`config.mk`:
```
export PLATFORM = sky130hd
export DESIGN_NAME = i2s_tx
export DESIGN_NICKNAME = d
export VERILOG_FILES = /design/src/rtl/i2s_tx.sv
export SDC_FILE = /design/constraint.sdc
export NUM_CORES = 1
export LEC_CHECK = 0
export BUFFER_PORTS_ARGS = -buffer_cell sky130_fd_sc_hd__buf_2
export CORE_ASPECT_RATIO = 0.5
export CORE_UTILIZATION = 45
export CTS_CLUSTER_DIAMETER = 100
export DETAILED_ROUTE_END_ITERATION = 8
export SLEW_MARGIN = 15
export SYNTH_ARGS = -nofsm -noshare
export SYNTH_HDL_FRONTEND = slang
export SYNTH_SLANG_ARGS = --single-unit
```
`constraint.sdc`:
```
create_clock -name clk -period 3.1 [get_ports clk]
set_input_delay 0.62 -clock clk [delete_from_list [all_inputs] [get_ports clk]]
set_output_delay 0.62 -clock clk [all_outputs]
set_load 0.05 [all_outputs]
```
`src/rtl/i2s_tx.sv`:
```
// I2S master transmitter: serialises stereo PCM pairs onto BCLK/WS/DATA from a
// one-pair holding register, repeating the last pair whenever the source falls behind.
module i2s_tx #(
   parameter int unsigned CLK_DIV   = 8,
   parameter int unsigned SAMPLE_W  = 16,
   parameter int unsigned SLOT_BITS = 16
) (
   input  logic                clk,
   input  logic                reset_n,
   input  logic                en,
   input  logic [SAMPLE_W-1:0] in_l,
   input  logic [SAMPLE_W-1:0] in_r,
   input  logic                in_valid,
   output logic                in_ready,
   output logic                i2s_bclk,
   output logic                i2s_ws,
   output logic                i2s_data,
   output logic                frame_start,
   output logic                underrun
);

   localparam int unsigned FRAME = 2 * SLOT_BITS;
   localparam int unsigned PW    = $clog2(FRAME);
   localparam int unsigned DW    = (CLK_DIV > 1) ? $clog2(CLK_DIV) : 1;

   logic [DW-1:0]       div_q, div_d;
   logic [PW-1:0]       p_q, p_d;
   logic                bclk_q, bclk_d;
   logic                ws_q, ws_d;
   logic                data_q, data_d;
   logic                frame_start_q, frame_start_d;
   logic                underrun_q, underrun_d;
   logic                hold_full_q, hold_full_d;
   logic [SAMPLE_W-1:0] hold_l_q, hold_l_d, hold_r_q, hold_r_d;
   logic [SAMPLE_W-1:0] sh_l_q, sh_l_d, sh_r_q, sh_r_d;

   logic                fall, load, accept;
   logic [PW-1:0]       slot_pos;
   logic [SAMPLE_W-1:0] word, shifted;

   // Divider, frame position, frame load, handshake and output bit selection.
   always_comb begin
      div_d         = div_q;
      p_d           = p_q;
      bclk_d        = bclk_q;
      ws_d          = ws_q;
      data_d        = data_q;
      frame_start_d = 1'b0;
      underrun_d    = 1'b0;
      hold_full_d   = hold_full_q;
      hold_l_d      = hold_l_q;
      hold_r_d      = hold_r_q;
      sh_l_d        = sh_l_q;
      sh_r_d        = sh_r_q;
      fall          = 1'b0;
      load          = 1'b0;
      slot_pos      = '0;
      word          = '0;
      shifted       = '0;
      accept        = in_valid & ~hold_full_q;

      if (!en) begin
         div_d  = '0;
         bclk_d = 1'b0;
         ws_d   = 1'b0;
         data_d = 1'b0;
         p_d    = PW'(FRAME - 1);
      end else begin
         if (div_q == DW'(CLK_DIV - 1)) begin
            div_d  = '0;
            bclk_d = ~bclk_q;
            fall   = bclk_q;
         end else begin
            div_d = div_q + DW'(1);
         end
         if (fall) begin
            if (p_q == PW'(FRAME - 1)) begin
               p_d  = '0;
               load = 1'b1;
            end else begin
               p_d = p_q + PW'(1);
            end
         end
      end

      // Load uses the pre-accept hold state, so an accept in the same clk waits a frame.
      if (load) begin
         frame_start_d = 1'b1;
         if (hold_full_q) begin
            sh_l_d      = hold_l_q;
            sh_r_d      = hold_r_q;
            hold_full_d = 1'b0;
         end else begin
            underrun_d = 1'b1;
         end
      end

      if (accept) begin
         hold_l_d    = in_l;
         hold_r_d    = in_r;
         hold_full_d = 1'b1;
      end

      // Shifting past the sample width yields the zero padding of long slots.
      if (fall) begin
         ws_d = (p_d >= PW'(SLOT_BITS - 1)) && (p_d <= PW'(FRAME - 2));
         if (p_d < PW'(SLOT_BITS)) begin
            slot_pos = p_d;
            word     = sh_l_d;
         end else begin
            slot_pos = p_d - PW'(SLOT_BITS);
            word     = sh_r_d;
         end
         shifted = word << slot_pos;
         data_d  = shifted[SAMPLE_W-1];
      end
   end

   always_ff @(posedge clk or negedge reset_n) begin
      if (!reset_n) begin
         div_q         <= '0;
         p_q           <= PW'(FRAME - 1);
         bclk_q        <= 1'b0;
         ws_q          <= 1'b0;
         data_q        <= 1'b0;
         frame_start_q <= 1'b0;
         underrun_q    <= 1'b0;
         hold_full_q   <= 1'b0;
         hold_l_q      <= '0;
         hold_r_q      <= '0;
         sh_l_q        <= '0;
         sh_r_q        <= '0;
      end else begin
         div_q         <= div_d;
         p_q           <= p_d;
         bclk_q        <= bclk_d;
         ws_q          <= ws_d;
         data_q        <= data_d;
         frame_start_q <= frame_start_d;
         underrun_q    <= underrun_d;
         hold_full_q   <= hold_full_d;
         hold_l_q      <= hold_l_d;
         hold_r_q      <= hold_r_d;
         sh_l_q        <= sh_l_d;
         sh_r_q        <= sh_r_d;
      end
   end

   assign in_ready    = ~hold_full_q;
   assign i2s_bclk    = bclk_q;
   assign i2s_ws      = ws_q;
   assign i2s_data    = data_q;
   assign frame_start = frame_start_q;
   assign underrun    = underrun_q;

endmodule

```
==> out/metrics.csv <==
metric,value,unit
status,completed,
fin_setup_tns,0,ns
maxSlewViolCount,0,
synth.top_cells.by_count,"dfrtp_1 (73), nand2_1 (58), mux2_2 (34)",
port_buffers,41,
area_growth,20.7,%
ant_nets,0,
hold_buffers,0,
cts_tree,built,
yosysTopAreaCellShare,51.2,%
antenna_cells,0,
vias,2484,
wl_per_cell,15.9,µm
crit_start,p_q[1]$_DFF_PN1_,
cpMaxStageDelayCell,dfstp_2,
routabilityCongestion,0.912,
die_area,0.00832,mm²
synth_area_per_cell,11.7,µm²
p_leak,2.04,nW
initial_utilization,47.5,%
r2r_start,p_q[1]$_DFF_PN1_,
path_clk_slew,0.05,ns
min_period_over_period,95.6,%
yosys.area.top_type,dfrtp_1,
critPathCaptureType,flip-flop,
synthesis.nets,346,
die_x,128,µm
yosys_register_bits,78,
grt.total_usage,20.5,%
antenna_found_initial,0,
critPathMaxStageDelay,0.58,ns
grt_pass1_wl,12.6,mm
cp_data_arrival_time,3.17,ns
synth.distinct_cells,44,
reg2reg_depth,11,
ys_async_sr_fraction,100,%
insertion_delay,0.33,ns
cts.sinks,78,
hpwl,5.18,mm
yosys_warnings,0,
drive_gt1_share,38.2,%
crit_required,3.30,ns
finClkSkew,0.00404,ns
cts_buffer_depth,2,
ir_drop,0.000268,V
rows,22,
fillers,656,
grt_pass1_vias,2443,
ys_seq_area_share,54.8,%
cts-root-buf,clkbuf_16,
maxSlewHeadroom,36.5,%
critPathMaxFanout,20,
r2r_slack,0.14,ns
max_slew.worst_pin.slew,0.952,ns
critPathKind,reg -> reg,
synthCells,306,
path_depth,11,
coreArea,0.00751,mm²
ys.flop_type,dfrtp_1,
ys_top_cells_by_area,"dfrtp_1 (51%), mux2_2 (11%), nand2_1 (6.1%)",
cts_max_level,3,
drt_first_pass_iters,4,
powerDensity,517,mW/mm²
grt.overflow.total,0,
yosysMostFrequentCell,dfrtp_1,
synth-edff-count,0,
layout.nets,391,
finalSetupViolCount,0,
rr_endpoint,i2s_data$_DFFE_PN0P_,
critPathBufInv,1,
crit_path_start_kind,flip-flop,
pin_count,42,
vias_per_cell,5.35,
wirelength,7.40,mm
crit_family,compound AO/OA/AOI/OAI gates,
first_iter_violations,146,
clock.fmax,337,MHz
die_h,65.0,µm
cp_cell_sequence,ha_2 > and3_1 > ha_4 > nand4_2 > nor2_4 > buf_12 > mux2_1 > o2111ai_2 > o22ai_1 > a211oi_2 > o221ai_1,
grt_max_degree,79,
finalPower,2.23,mW
fin_util,57.3,%
drc_errors,0,
min_path_type,in -> async,
hold_viol,0,
crit_end,i2s_data$_DFFE_PN0P_,
period_minus_slack,2.96,ns
max_cap_violations,0,
syn_area,0.00357,mm²
cts_inserted_buffers,9,
per-stage QoR:
stage	instance area [µm²]	setup slack, ns	instances	hold slack, ns
6_report	4310	0.136	464	0.422
3_3_place_gp	3900	0.142	447	0.422
5_1_grt	4310	-0.00929	464	0.460
4_1_cts	4210	0.0570	464	0.450
3_5_place_dp	3900	-0.0193	447	0.441
2_1_floorplan	3570	0.369	306	0.324
where the power goes:
group          internal, mW  switching [mW]
registers              1.07          0.0347
clock network         0.642           0.380
logic                0.0571          0.0419
timing repair:
item,4_1_cts,5_1_grt
setup endpoints to repair,1,1
hold endpoints to repair,0,0
pin swaps,0,1
resized for setup,2,24
setup buffers,1,0
registers in the layout, indices dropped and copies added, names as in the netlist, 3 cells and up:
name / cells
sh_l_q: 16
sh_r_q: 16
div_q: 3
hold_l_q: 16
p_q: 5
hold_r_q: 16
final cells by class:
cell class / instances / area (µm²) / share of cell area, %
sequential: 78 / 1960 / 45.4
clock inverter: 4 / 47.5 / 1.10
tap: 108 / 135 / 3.14
timing repair buffer: 50 / 292 / 6.77
multi-input combinational: 203 / 1590 / 36.9
clock buffer: 12 / 246 / 5.72
inverter: 9 / 38.8 / 0.900
worst min-delay path by stage:
stage / start / end / slack, ns
floorplan: reset_n / div_q[0]$_DFF_PN0_ / 0.32
global placement: div_q[0]$_DFF_PN0_ / div_q[0]$_DFF_PN0_ / 0.42
detailed placement: div_q[0]$_DFF_PN0_ / div_q[0]$_DFF_PN0_ / 0.44
CTS: div_q[0]$_DFF_PN0_ / div_q[0]$_DFF_PN0_ / 0.45
global route: div_q[0]$_DFF_PN0_ / div_q[0]$_DFF_PN0_ / 0.46
finish: reset_n / hold_l_q[1]$_DFFE_PN0P_ / 0.42
layout by cell type, fill, tap and decap left out, drive strengths merged:
cell	n
o22ai	2
mux4	8
a31oi	1
mux2i	6
nand3b	1
o21ai	10
clkbuf	12
nand4	6
nand2	59
a211oi	4
mux2	36
nor3b	1
clkinvlp	1
nor3	2
or3	1
a2111oi	4
or4b	1
bufinv	1
nand4b	1
ha	4
clkinv	2
nand3	14
nor2	17
nor2b	1
inv	9
a21oi	2
a21bo	2
xor2	1
xnor2	2
buf	50
dfrtp	73
and3	3
and2	3
dfstp	5
nor4bb	1
o2111ai	8
nand2b	1
o221ai	1
cell families (layout without fill, tap and decap cells):
| logic type | Yosys count | in the layout | share of synthesized area [%] |
|---|---|---|---|
| AO/OA/AOI/OAI | 34 | 34 | 6.80 |
| XOR/XNOR | 3 | 3 | 0.736 |
| adder cells (fa/ha/maj) | 4 | 4 | 1.40 |
| buffers and inverters | 25 | 75 | 3.61 |
| flip-flops | 78 | 78 | 54.8 |
| multiplexers | 50 | 50 | 18.1 |
| AND/OR/NAND/NOR | 112 | 112 | 14.5 |
layer usage:
metal	vias to the layer above	part of all wire (%)	track usage [%]
met2	50	45	30.0
met4	0	1.4	8.38
li1	1180	-	-
met5	-	0	0
met3	12	5.3	5.95
met1	1242	48	28.8
(Power assumes the default switching activity.)
